### config.mk
export PLATFORM = sky130hd
export DESIGN_NAME = bf16_accum_seq
export DESIGN_NICKNAME = d
export VERILOG_FILES = /design/src/rtl/bf16_pkg.sv /design/src/rtl/bf16_accum_seq.sv
export SDC_FILE = /design/constraint.sdc
export NUM_CORES = 1
export LEC_CHECK = 0
export ABC_CLOCK_PERIOD_IN_PS = 4600
export CAP_MARGIN = 20
export CORE_AREA = 2 2 95 70
export CTS_CLUSTER_DIAMETER = 100
export CTS_CLUSTER_SIZE = 14
export DETAILED_ROUTE_END_ITERATION = 12
export DIE_AREA = 0 0 97 72
export DONT_BUFFER_PORTS = 1
export GPL_TIMING_DRIVEN = 0
export MAX_ROUTING_LAYER = met4
export PLACE_DENSITY = 0.57
export SLEW_MARGIN = 0
export SYNTH_ARGS = -nofsm -noshare
export SYNTH_HDL_FRONTEND = slang
export SYNTH_SLANG_ARGS = --single-unit
### constraint.sdc
create_clock -name clock -period 4.6 [get_ports clock]
set_clock_uncertainty 0.05 [all_clocks]
set_input_delay 0.69 -clock clock [delete_from_list [all_inputs] [get_ports clock]]
set_output_delay 0.69 -clock clock [all_outputs]
set_load 0.05 [all_outputs]
### src/rtl/bf16_pkg.sv
// Shared bfloat16 types, sequencer state encoding and special constants
// for the bf16 accumulation path.
package bf16_pkg;

    typedef logic [15:0] bf16_t;

    typedef enum logic [1:0] {
        IDLE = 2'd0,
        WAIT = 2'd1,
        DONE = 2'd2
    } acc_state_t;

    localparam bf16_t BF16_POS_ZERO = 16'h0000;
    localparam bf16_t BF16_QNAN     = 16'h7FC0;

    // True for +0 and -0; the sign bit is ignored.
    function automatic logic bf16_is_zero(input bf16_t x);
        return (x[14:0] == 15'd0);
    endfunction

endpackage

### src/rtl/bf16_accum_seq.sv
// Group-wise bf16 reduction sequencer wrapped around an external fadd unit.
// Optional feature: BF16_ACC_ZERO_BYPASS_EN lets +/-0 operands skip the adder.
module bf16_accum_seq
    import bf16_pkg::*;
#(
    parameter int TIMEOUT = 64,
    parameter int CNT_W   = 8
) (
    input  logic             clock,
    input  logic             reset,
    input  logic             in_valid,
    input  logic [15:0]      in_data,
    input  logic             in_last,
    output logic             in_ready,
    output logic             out_valid,
    output logic [15:0]      out_data,
    output logic [CNT_W-1:0] out_count,
    output logic             out_err,
    input  logic             out_ready,
    output logic [15:0]      fadd_a,
    output logic [15:0]      fadd_b,
    input  logic [15:0]      fadd_sum,
    input  logic             fadd_ready
);

    localparam int TW = (TIMEOUT > 2) ? $clog2(TIMEOUT) : 1;

    acc_state_t        state_reg, state_next;
    bf16_t             acc_reg;
    bf16_t             b_reg;
    logic [CNT_W-1:0]  cnt_reg;
    logic              err_reg;
    logic              last_reg;
    logic              seen_low_reg;
    logic [TW-1:0]     timer_reg;

    logic accept;
    logic complete;
    logic timed_out;
    logic skip;

    assign accept    = in_valid && in_ready;
    // Only a rising edge of fadd_ready counts; a level left over from the
    // previous operand must first drop.
    assign complete  = fadd_ready && seen_low_reg;
    assign timed_out = (timer_reg == TW'(TIMEOUT - 1)) && !complete;

`ifdef BF16_ACC_ZERO_BYPASS_EN
    assign skip = bf16_is_zero(in_data);
`else
    assign skip = 1'b0;
`endif

    always_ff @(posedge clock) begin
        if (reset) begin
            state_reg <= IDLE;
        end else begin
            state_reg <= state_next;
        end
    end

    always_comb begin
        state_next = state_reg;
        case (state_reg)
            IDLE: begin
                if (accept) begin
                    if (skip) begin
                        state_next = in_last ? DONE : IDLE;
                    end else begin
                        state_next = WAIT;
                    end
                end
            end
            WAIT: begin
                if (complete || timed_out) begin
                    state_next = last_reg ? DONE : IDLE;
                end
            end
            DONE: begin
                if (out_ready) begin
                    state_next = IDLE;
                end
            end
            default: state_next = IDLE;
        endcase
    end

    always_comb begin
        in_ready  = (state_reg == IDLE);
        out_valid = (state_reg == DONE);
        out_data  = acc_reg;
        out_count = cnt_reg;
        out_err   = err_reg;
        fadd_a    = acc_reg;
        fadd_b    = b_reg;
    end

    always_ff @(posedge clock) begin
        if (reset) begin
            acc_reg      <= BF16_POS_ZERO;
            b_reg        <= BF16_POS_ZERO;
            cnt_reg      <= '0;
            err_reg      <= 1'b0;
            last_reg     <= 1'b0;
            seen_low_reg <= 1'b0;
            timer_reg    <= '0;
        end else begin
            case (state_reg)
                IDLE: begin
                    if (accept) begin
                        if (cnt_reg != {CNT_W{1'b1}}) begin
                            cnt_reg <= cnt_reg + CNT_W'(1);
                        end
                        // A skipped zero leaves fadd_b untouched so the adder sees no new work.
                        if (!skip) begin
                            b_reg        <= in_data;
                            last_reg     <= in_last;
                            seen_low_reg <= 1'b0;
                            timer_reg    <= '0;
                        end
                    end
                end
                WAIT: begin
                    seen_low_reg <= seen_low_reg | ~fadd_ready;
                    timer_reg    <= timer_reg + TW'(1);
                    if (complete) begin
                        acc_reg <= fadd_sum;
                    end else if (timed_out) begin
                        acc_reg <= BF16_QNAN;
                        err_reg <= 1'b1;
                    end
                end
                DONE: begin
                    if (out_ready) begin
                        acc_reg <= BF16_POS_ZERO;
                        cnt_reg <= '0;
                        err_reg <= 1'b0;
                    end
                end
                default: ;
            endcase
        end
    end

endmodule

== After elaboration in Yosys (flattened, before gate mapping) ==
Index checks and enable logic that the tools add are counted.
Storage, ports and cells
  input port bits: 38
  register bits after elaboration: 51
Cells by class
  muxes and demuxes: 21
  add/sub/neg operators: 2
  reductions and logical operators: 15
  equality and inequality tests: 11
  bitwise logic cells: 2
Operator list (count)
  $mux 16: 3
  $pmux 16 s2: 1
  $mux 8: 3
  $pmux 8 s2: 1
  $pmux 6 s2: 1
  $add 8x1->8 const B: 1
  $mux 2: 4
  $ne 8x8->1 const B: 1
  $reduce_and 4->1: 2
  $add 6x1->6 const B: 1
  $eq 6x6->1 const B: 1
  $mux 6: 1
  $ne 2x1->1 const B: 3
  $ne 2x2->1 const B: 3
  $pmux 2 s3: 1
  $reduce_and 3->1: 2
  $reduce_bool 2->1: 3
  $mux 1: 4
  $pmux 1 s2: 2
  $reduce_and 2->1: 2
  $logic_and 1x1->1: 3
  $ne 3x3->1 const B: 1
  $eq 2x1->1 const B: 1
  $eq 2x2->1 const B: 1
  5 further kinds: 5

== Logic depth before layout (Yosys ltp) ==
  depth in word-level cells: 6
  depth in mapped cells: 7
  depth with buffers taken out: 5

== Least setup slack after synthesis ==
OpenSTA, ideal clock, no wires.
  path kind: reg2out
  start: reg state_reg[1]
  end: out out_valid
  path slack: 2.357 ns
  data required time: 3.860 ns
  cell stages (with the launch flop): 4
  arrival: 1.503 ns
  buffers on the path: 2
  path through: dfxtp_1 > buf_6 > clkbuf_1 > nor2b_1
On the way
  cells in the longest elaborated chain, start to end: 1
Ends and longest elaborated chain
  start, declared: line bf16_accum_seq.sv:28  | acc_state_t state_reg, state_next;
  start signal, assigned: line bf16_accum_seq.sv:58  | state_reg <= state_next;
  $eq 2x2->1: line bf16_accum_seq.sv:90  | out_valid = (state_reg == DONE);
  end, declared: line bf16_accum_seq.sv:15  | output logic out_valid,
No other way between the ends.

== Worst setup path after layout ==
Same ends and word-level chain as after synthesis.

==> results.txt <==
- Root Buffer Master: sky130_fd_sc_hd__clkbuf_8
* Final Non-Filler Cells: 370
- The initial antenna violation count came to 0.
- Based on the critical path, the design can be clocked at up to 395.4 MHz.
- Nature of the critical path endpoint: output pin
* Worst Setup Path Type: reg -> out
* First-pass GRT wire length: 9.039 mm
* Total detailed-routing wirelength: between 5 and 6 mm
- STA classifies the critical path startpoint as a register.
- The sequential cells in the finished layout cover a total of 1021 sq um.
- The detailed router placed 1958 vias in this run.
- Ratio of total power to cell area: 364.8 nW/um^2
- Post-DP HPWL: about 4.1 mm
- Avg Vias per Cell: roughly 5.3
* Wire length per cell after detailed routing: between 15 and 20 um
* Setup TNS: 0 ns
- Worst-Skew Late Latency: ~0.30 ns
- HP Class: reg -> reg
- Synthesis produced a netlist with a net count of 322.
- Status: completed
- Number of clock sinks seen by CTS: 51
- For the pin with the worst max-slew slack, the measured transition is ~1 ns.
- Data arrival time at the worst-slack endpoint: ~1.8 ns
- Final hold slack: 0.4249 ns
- Leading cell type in the layout, fill and taps excluded: sky130_fd_sc_hd__nand2_1
- Final hold viol count: 0
* Std-Cell Core Area: between 6000 and 7000 sq um
- Hold-fix buffer count after cts: 0
* Worst slack after detailed placement: 2.119 ns
* Placement row count: 24
- Summing all non-filler instances in the final layout gives an area of between 2000 and 3000 sq um.
* Buffer count from post-CTS setup fixing: 0
- Yosys warns: 0
- Post-CTS Resized: 0
- In this run the critical register-to-register path is captured at out_count[3]$_SDFFE_PP0P_.
- Die boundary height: 72 um
* FF-to-FF setup slack: 2.09 ns
* Initial DRC count: 85
- Die Area: between 6000 and 7000 sq um
- Across the VDD grid, the largest voltage drop is approximately 0.00015 V.
- In this run the critical register-to-register path is launched from out_count[0]$_SDFFE_PP0P_.
- Reported leakage power: about 1.0 nW
* Largest net degree at the start of global routing: 16
- Aggregate global routing overflow: 0
- Initial core utilization: 0.3901
- # nets final: about 330
* Area delta synth->final: 10.26%
- The number of clock buffers added by TritonCTS is 5.
- Capture point of the critical path: out_valid
- After synthesis the netlist holds a flip-flop and latch count of ~50.
* Antenna fix cells: 0
* Number of buffers on the longest clock path: 2
- Number of H-tree levels: 2
- Seq/Total Area, Yosys: 0.4336
* Cell count after placement: 362
- The first detailed-routing pass took 4 iterations.
- During placement, the flow inserted port buffers numbering 0.
* Synth cell types: 41
- TritonCTS built the clock tree.
- Leaving out fill and tap cells, the most frequent cells in the layout are sky130_fd_sc_hd__nand2_1 (54), sky130_fd_sc_hd__dfxtp_1 (51), sky130_fd_sc_hd__a21oi_1 (23).
- Of the available clock period, the critical path in the final layout requires 0.5498.
- Endpoints failing setup: 0
* Final max-slew violation count: 0
- Summing all multi-input logic gate instances after layout gives between 1000 and 1500 sq um.
* Cells on Worst Hold Path: 2
* Fraction of final layout cells with drive strength greater than 1: 0.1199
- At the end of routability-driven placement, the weighted congestion stood at between 0.7 and 0.8.
- Worst Reg2Reg Path Length in Cells: 5
* Cell area after placement: about 2500 sq um
* Critical path fanouts, max: 10
* Final antenna-violating net count: 0
- CP required: between 3 and 4 ns
- The via count of the first global-routing pass is between 1500 and 2000.
* Worst setup path start: state_reg[1]$_SDFFE_PP0P_
- Across the run, the number of max-cap violations was 0.
- After technology mapping, the gate count stands at 282.
- Final setup slack of the worst path: between 2 and 2.5 ns
- Post-Synthesis Mean Instance Area: approximately 8.4 sq um
- The cell area that synthesis handed to floorplanning was approximately 2400 sq um.
- In this run the horizontal extent of the chip is around 97 um.
* Post-CTS clock slew at the launch and capture registers of the worst setup and hold paths: approximately 0.090 ns
- Time the final worst path needs with I/O delays and setup: between 2 and 3 ns
- Number of ports placed on the die boundary: slightly below 100
- Counting the fill cells in the layout gives between 600 and 700.
- Setup repair after global routing left no endpoint under its margin.
- Measured against its own limit, the worst slew margin works out to 0.3295.
- In the routed design, unresolved DRC markers number 0.
- Across every metal layer, demand over resource in global routing totals 0.1642.
## power by group
part | leakage, nW | total [W] | internal (W) | switching (W)
Clock | 0.0654 | 0.000365 | 0.000217 | 0.000147
Combinational | 0.521 | 0.0000741 | 0.0000251 | 0.0000490
Sequential | 0.415 | 0.000508 | 0.000456 | 0.0000525
## metal layers
| metal | vias to the layer above | track usage | part of all wire |
|---|---|---|---|
| met5 | - | - | 0 |
| met2 | 74 | 0.2485 | 0.44 |
| met3 | 9 | 0.05395 | 0.081 |
| met1 | 891 | 0.2116 | 0.47 |
| li1 | 984 | - | - |
| met4 | 0 | 0.04851 | 0.011 |
## through the flow
| stage | utilization | total power (W) |
|---|---|---|
| floorplan | - | 0.0005755 |
| global placement | 0.4063 | 0.0005922 |
| finish | 0.4301 | 0.0009470 |
| CTS | 0.4301 | 0.0009570 |
| detailed placement | 0.4082 | 0.0005934 |
| global route | 0.4301 | 0.0009863 |
## synthesized netlist by cell type
master	instances	area, sq um
sky130_fd_sc_hd__nand2b_4	1	13.76
sky130_fd_sc_hd__nor2b_1	2	12.51
sky130_fd_sc_hd__or2_2	1	6.260
sky130_fd_sc_hd__a22oi_1	9	67.56
sky130_fd_sc_hd__a2bb2oi_1	1	8.760
sky130_fd_sc_hd__buf_4	16	120.1
sky130_fd_sc_hd__and3b_1	1	8.760
sky130_fd_sc_hd__or3_1	1	6.260
sky130_fd_sc_hd__nand2_1	54	202.7
sky130_fd_sc_hd__nor3b_1	2	15.01
sky130_fd_sc_hd__and4_1	1	8.760
sky130_fd_sc_hd__ha_1	2	25.02
sky130_fd_sc_hd__a21oi_1	23	115.1
sky130_fd_sc_hd__and3_1	2	12.51
sky130_fd_sc_hd__clkbuf_1	13	48.80
sky130_fd_sc_hd__and2_1	2	12.51
sky130_fd_sc_hd__mux2_2	2	22.52
sky130_fd_sc_hd__nand4b_1	1	8.760
sky130_fd_sc_hd__dfxtp_1	51	1021
sky130_fd_sc_hd__nand3_1	8	40.04
sky130_fd_sc_hd__or4b_1	1	10.01
sky130_fd_sc_hd__and4b_1	2	20.02
sky130_fd_sc_hd__a211oi_2	1	12.51
sky130_fd_sc_hd__a32oi_1	1	8.760
sky130_fd_sc_hd__mux2i_1	11	110.1
sky130_fd_sc_hd__o21bai_1	10	75.07
sky130_fd_sc_hd__a21o_1	1	7.510
sky130_fd_sc_hd__nor4b_1	1	8.760
sky130_fd_sc_hd__or3b_2	1	8.760
sky130_fd_sc_hd__o31ai_1	1	7.510
sky130_fd_sc_hd__a31oi_1	6	37.54
sky130_fd_sc_hd__nand4_1	1	6.260
sky130_fd_sc_hd__nor3_1	5	25.02
sky130_fd_sc_hd__o21ai_0	11	55.05
sky130_fd_sc_hd__nor2_1	21	78.83
sky130_fd_sc_hd__a41oi_1	1	8.760
sky130_fd_sc_hd__inv_1	2	7.510
sky130_fd_sc_hd__or4_1	2	15.01
sky130_fd_sc_hd__nand3b_1	5	37.54
sky130_fd_sc_hd__buf_6	2	22.52
sky130_fd_sc_hd__buf_2	3	15.01
## worst max-delay path: stages, from the launching register on
cell and delay (ns):
sky130_fd_sc_hd__dfxtp_1 0.33, sky130_fd_sc_hd__buf_6 0.13, sky130_fd_sc_hd__clkbuf_1 0.36, sky130_fd_sc_hd__nor2b_1 0.38, sky130_fd_sc_hd__buf_4 0.27
## area by class of cell
cell class / instances / share of cell area
clock inverters: 2 / 0.02313
inverters: 2 / 0.002892
plain buffers: 34 / 0.07952
flip-flops and latches: 51 / 0.3933
multi-input cells: 195 / 0.4313
clock buffers: 6 / 0.02795
repair buffers: 2 / 0.004337
well taps: 78 / 0.03759
## worst min-delay path by stage
stage                               start                    end  slack, ns
detailed placement  last_reg$_SDFFE_PP0P_  last_reg$_SDFFE_PP0P_       0.42
global placement    last_reg$_SDFFE_PP0P_  last_reg$_SDFFE_PP0P_       0.40
CTS                 last_reg$_SDFFE_PP0P_  last_reg$_SDFFE_PP0P_       0.43
global route        last_reg$_SDFFE_PP0P_  last_reg$_SDFFE_PP0P_       0.45
finish              last_reg$_SDFFE_PP0P_  last_reg$_SDFFE_PP0P_       0.42
floorplan           last_reg$_SDFFE_PP0P_  last_reg$_SDFFE_PP0P_       0.39
## logic make-up after synthesis
kind of cell	Yosys count	share of synthesized area
AO/OA/AOI/OAI	65	0.1716
AND/OR/NAND/NOR	115	0.2370
multiplexers	13	0.05632
flip-flops	51	0.4336
buffers and inverters	36	0.09086
adder cells (fa/ha/maj)	2	0.01063
No activity file was read; power rests on OpenSTA's default activity.
==> RTL edit 1, RTL diff (same settings) <==
The parameter `CNT_W` goes from 8 to 10.
--- a/src/rtl/bf16_accum_seq.sv
+++ b/src/rtl/bf16_accum_seq.sv
@@ -4,7 +4,7 @@
     import bf16_pkg::*;
 #(
     parameter int TIMEOUT = 64,
-    parameter int CNT_W   = 8
+    parameter int CNT_W   = 10
 ) (
     input  logic             clock,
     input  logic             reset,
Interface: changed (resized out_count); port bits go from 97 to 99. The function was not compared with the original's and may differ.
==> RTL edit 1 against the unedited design <==
- cell area is 2.6% lower
- die area stayed put
- routed wire length is 4.8% higher
- utilization is 1.1 points lower
- synthesized area is 0.27% lower
- power is 8.6% lower
- count of clock-buffer cells in the layout stayed put
- largest cell class unchanged
- worst hold slack better by 0.016 ns
- worst setup slack better by 0.063 ns
- critical endpoint is now in_ready
- sequential cell count is 2 higher
- critical path type unchanged
==> RTL edit 1: results (changes against the unedited design) <==
met3_length_um: 654  # +45%
leakagePower_uw: 0.0009031  # -9.8%
synth.yosys.seq_area_share: 0.4518  # +0.01820
n_antenna_cell: 0  # unchanged
via_per_inst: 5.595  # +5.7%
drt-initial-drc-count: 91  # +7.1%
clk_latency_ns: 0.31
highest_layer: "met4"
syn_inst: 277  # -1.8%
cts_tree: "done"
h-tree-depth: 2  # unchanged
drt_pre_antenna_iters: 4  # unchanged
netlist_top_cells_area: "dfxtp_1 45%, nand2_1 8.8%, a21oi_1 5.8%"
grt_pass1_wl_um: 9149  # +1.2%
stdcell_count: 363  # -1.9%
ys_async_sr_fraction: 0  # unchanged
post_cts_buffers: 0  # unchanged
drt-total-wl_um: 5845  # +4.8%
peakVddDrop_uv: 163.2  # +6.0%
path_max_fanout: 10  # unchanged
ant_nets: 0  # unchanged
nNetsFinal: 324  # -2.1%
status: "completed"
crit_arrival_ns: 1.73  # -0.06 ns
wl_met1_um: 2955  # +13%
wl_met2_um: 2156  # -12%
dp_hpwl_um: 4197  # +3.0%
crit_path_top_delay_cell: "nor2_1"
grt_pass1_vias: 1734  # -6.4%
path_delay_family: "simple AND/OR/NAND/NOR gates"
synth.distinct_cells: 42  # +2.4%
gp_congestion: 0.8207  # +7.2%
port_buffers: 0  # unchanged
tightest_slew_ns: 0.9089  # -0.09323 ns
grt_max_degree: 16  # unchanged
hold_class: "reg -> reg"
drive_gt1_frac: 0.1193  # -0.0005648
grt_usage: 0.1689  # +0.004668
synth_commonest_cells: "55 x nand2_1, 53 x dfxtp_1, 27 x a21oi_1"
drc_errors: 0  # unchanged
cts_buffer_depth: 2  # unchanged
slowest_delay_ns: 0.75  # +0.37 ns
cts_resized: 0  # unchanged
## RTL edit 1: metrics by stage
| stage | setup WS [ns] | instance area, sq um | hold slack [ns] |
|---|---|---|---|
| global placement | 2.179 | 2446 | 0.4099 |
| floorplan | 2.452 | 2349 | 0.3865 |
| finish | 2.134 | 2529 | 0.4410 |
| global route | 2.008 | 2529 | 0.4362 |
| detailed placement | 2.176 | 2446 | 0.4264 |
| CTS | 2.108 | 2529 | 0.4403 |
## RTL edit 1: where the power goes
group / internal [uW] / switching (uW) / leakage (uW)
combinational: 23.9 / 51.0 / 0.000428
sequential: 473 / 52.8 / 0.000431
clock: 106 / 159 / 0.0000450
## RTL edit 1: final timing paths
kind / cells past startpoint / slack [ns] / endpoint / start
hold / removal: 2 / 0.44 / seen_low_reg$_SDFFE_PP0P_ / seen_low_reg$_SDFFE_PP0P_
setup reg to reg: 5 / 2.16 / out_count[5]$_SDFFE_PP0P_ / out_count[1]$_SDFFE_PP0P_
hold reg to reg: 2 / 0.44 / seen_low_reg$_SDFFE_PP0P_ / seen_low_reg$_SDFFE_PP0P_
setup / recovery: 3 / 2.13 / in_ready / state_reg[1]$_SDFFE_PP0P_
## RTL edit 1: final cells by class
class,count,area (sq um)
clock buffers,6,72.57
fillers,602,3507
well taps,78,97.59
clock inverters,2,10.01
plain buffers,30,190.2
flip-flops and latches,53,1061
inverters,2,7.507
multi-input cells,192,1090
## RTL edit 1: worst min-delay path: cells and delay by family (launching register included)
family,cells,cell delay (ns)
AO/OA/AOI/OAI,1,0.06
flip-flops,1,0.34
AND/OR/NAND/NOR,1,0.06
## RTL edit 1: kinds of logic after synthesis
| kind of cell | share of synthesized area |
|---|---|
| mux | 0.01811 |
| simple gates | 0.2291 |
| buf+inv | 0.08418 |
| compound gates | 0.2062 |
| fa+ha+maj | 0.01065 |
| flops | 0.4518 |
## RTL edit 1: metal layers
metal | up-vias | global-route usage
met1 | 930 | 0.2413
met2 | 110 | 0.2160
li1 | 982 | -
met4 | 0 | 0.04851
met3 | 9 | 0.06744
met5 | - | -
==> RTL edit 2, RTL diff (same settings) <==
Without the edit above. Put a register stage on the output `out_count`, without a reset. The value now appears one clock later. The other outputs are not delayed to match.
--- a/src/rtl/bf16_accum_seq.sv
+++ b/src/rtl/bf16_accum_seq.sv
@@ -24,6 +24,8 @@
 );
 
     localparam int TW = (TIMEOUT > 2) ? $clog2(TIMEOUT) : 1;
+
+    logic [CNT_W-1:0] out_count_d;
 
     acc_state_t        state_reg, state_next;
     bf16_t             acc_reg;
@@ -89,7 +91,7 @@
         in_ready  = (state_reg == IDLE);
         out_valid = (state_reg == DONE);
         out_data  = acc_reg;
-        out_count = cnt_reg;
+        out_count_d = cnt_reg;
         out_err   = err_reg;
         fadd_a    = acc_reg;
         fadd_b    = b_reg;
@@ -142,5 +144,9 @@
         end
     end
 
+    always_ff @(posedge clock) begin
+        out_count <= out_count_d;
+    end
+
 endmodule
 
Formal check against the unedited RTL: not equivalent (Yosys sat finds a counterexample within 4 cycles, from zero or initial values and one cycle with reset high).
==> RTL edit 2 against the unedited design <==
- count of clock-buffer cells in the layout is 7 higher
- cell area increased by 8.2%
- worst setup slack worse by 0.23 ns
- die area is the same
- critical path depth did not move
- power up 14%
- sequential cell count rose by 8
- global-route usage is 1.4 points higher
- synthesized area grew 7.5%
- clock power grew 17%
- final cell count up 4.1%
- highest routed layer unchanged
- routed wire length rose by 4.1%
- critical path type unchanged
- first-iteration DRC count increased by 34%
==> RTL edit 2: results (changes against the unedited design) <==
grt_usage: 0.1783  # +0.01416
hold_end: "out_count[6]$_DFF_P_"
grt_pass1_vias: 2034  # +9.8%
dp_hpwl_um: 4106  # +0.71%
synth.distinct_cells: 45  # +9.8%
post_cts_buffers: 0  # unchanged
holdPathStages: 0  # -2
drt-initial-drc-count: 114  # +34%
cts_made_buffers: 9  # +4
r2r-start: "cnt_reg[0]$_SDFFE_PP0P_"
netlist_top_cells_area: "dfxtp_1 47%, nand2_1 7.9%, a21oi_1 4.7%"
wl_per_cell_um: 15.08  # about the same
h-tree-depth: 3  # +1
peakVddDrop_uv: 239.0  # +55%
clk_latency_ns: 0.33  # +0.03 ns
via_per_inst: 5.353  # +1.2%
placed_area_sq_um: 2630  # +6.8%
drt_pre_antenna_iters: 4  # unchanged
clk_pin_slew_ns: 0.06  # -0.03 ns
ys_async_sr_fraction: 0  # unchanged
cts_resized: 0  # unchanged
nNetsFinal: 343  # +3.6%
tightest_slew_ns: 0.9192  # -0.08289 ns
cts_buffer_depth: 2  # unchanged
leakagePower_uw: 0.001102  # +10%
setup_slack_ns: 1.843  # -0.2276 ns
path_max_fanout: 10  # unchanged
root_buffer: "clkbuf_8"
crit_arrival_ns: 2.02  # +0.23 ns
synth_commonest_cells: "59 x dfxtp_1, 53 x nand2_1, 24 x a21oi_1"
hold_class: "reg -> reg"
postSynthAreaPerCell_sq_um: 8.673  # +3.9%
drive_gt1_frac: 0.1466  # +0.02672
port_buffers: 0  # unchanged
gp_congestion: 0.7965  # +4.0%
antenna_found_initial: 0  # unchanged
syn_nets: 332  # +3.1%
num_vias: 2061  # +5.3%
hp-start: "cnt_reg[6]$_SDFFE_PP0P_"
status: "completed"
ff2ff_path_depth: 5  # unchanged
n_antenna_cell: 0  # unchanged
timing.rr.end: "cnt_reg[3]$_SDFFE_PP0P_"
grt_pass1_wl_um: 9687  # +7.2%
fin_hold_ws_ns: 0.3485  # -0.07643 ns
synth.yosys.seq_area_share: 0.4664  # +0.03282
worst-r2r-setup-slack_ns: 2.88  # +0.79 ns
place_inst: 370  # +2.2%
grt_max_degree: 11  # -5
synth_warnings: 0  # unchanged
cts-hold-fix-buffers: 0  # unchanged
pre_cts_slack_ns: 2.182  # +0.06278 ns
[RTL edit 2: kinds of logic (layout without fill, tap and decap cells)]
logic type,Yosys count,count (layout),share of synthesized area
AOI/OAI and AO/OA,70,70,0.1749
buffers and inverters,35,50,0.08103
muxes,13,13,0.05237
adders and majority gates,2,2,0.009880
DFF,59,59,0.4664
and+or+nand+nor,113,113,0.2154
[RTL edit 2: area by class of cell]
type,instances,area [sq um]
clock inverters,2,10.01
plain buffers,32,193.9
inverters,3,11.26
clock buffers,13,168.9
fillers,610,3227
flip-flops and latches,59,1181
well taps,78,97.59
multi-input cells,198,1146
[RTL edit 2: critical path, cell delays in order (launching register included)]
cell and delay, ns:
dfxtp_1 0.32, buf_6 0.14, buf_2 0.18, clkbuf_1 0.27, nor2_1 0.78
[RTL edit 2: worst max path at each step]
stage | startpoint | end
floorplan | state_reg[1]$_SDFFE_PP0P_ | in_ready
finish | state_reg[1]$_SDFFE_PP0P_ | in_ready
global placement | state_reg[1]$_SDFFE_PP0P_ | in_ready
CTS | state_reg[1]$_SDFFE_PP0P_ | in_ready
global route | state_reg[1]$_SDFFE_PP0P_ | in_ready
detailed placement | state_reg[1]$_SDFFE_PP0P_ | in_ready
[RTL edit 2: layer usage]
| metal | part of all wire | GRT usage | up-vias |
|---|---|---|---|
| li1 | - | - | 1019 |
| met1 | 0.48 | 0.2302 | 950 |
| met2 | 0.42 | 0.2600 | 90 |
| met3 | 0.098 | 0.07418 | 2 |
| met4 | 0.0026 | 0.04695 | 0 |
| met5 | 0 | - | - |
[RTL edit 2: power breakdown]
part,switching [uW],internal [uW],total [uW]
Sequential,53.9,527,581
Clock,191,235,426
Combinational,48.4,24.2,72.6
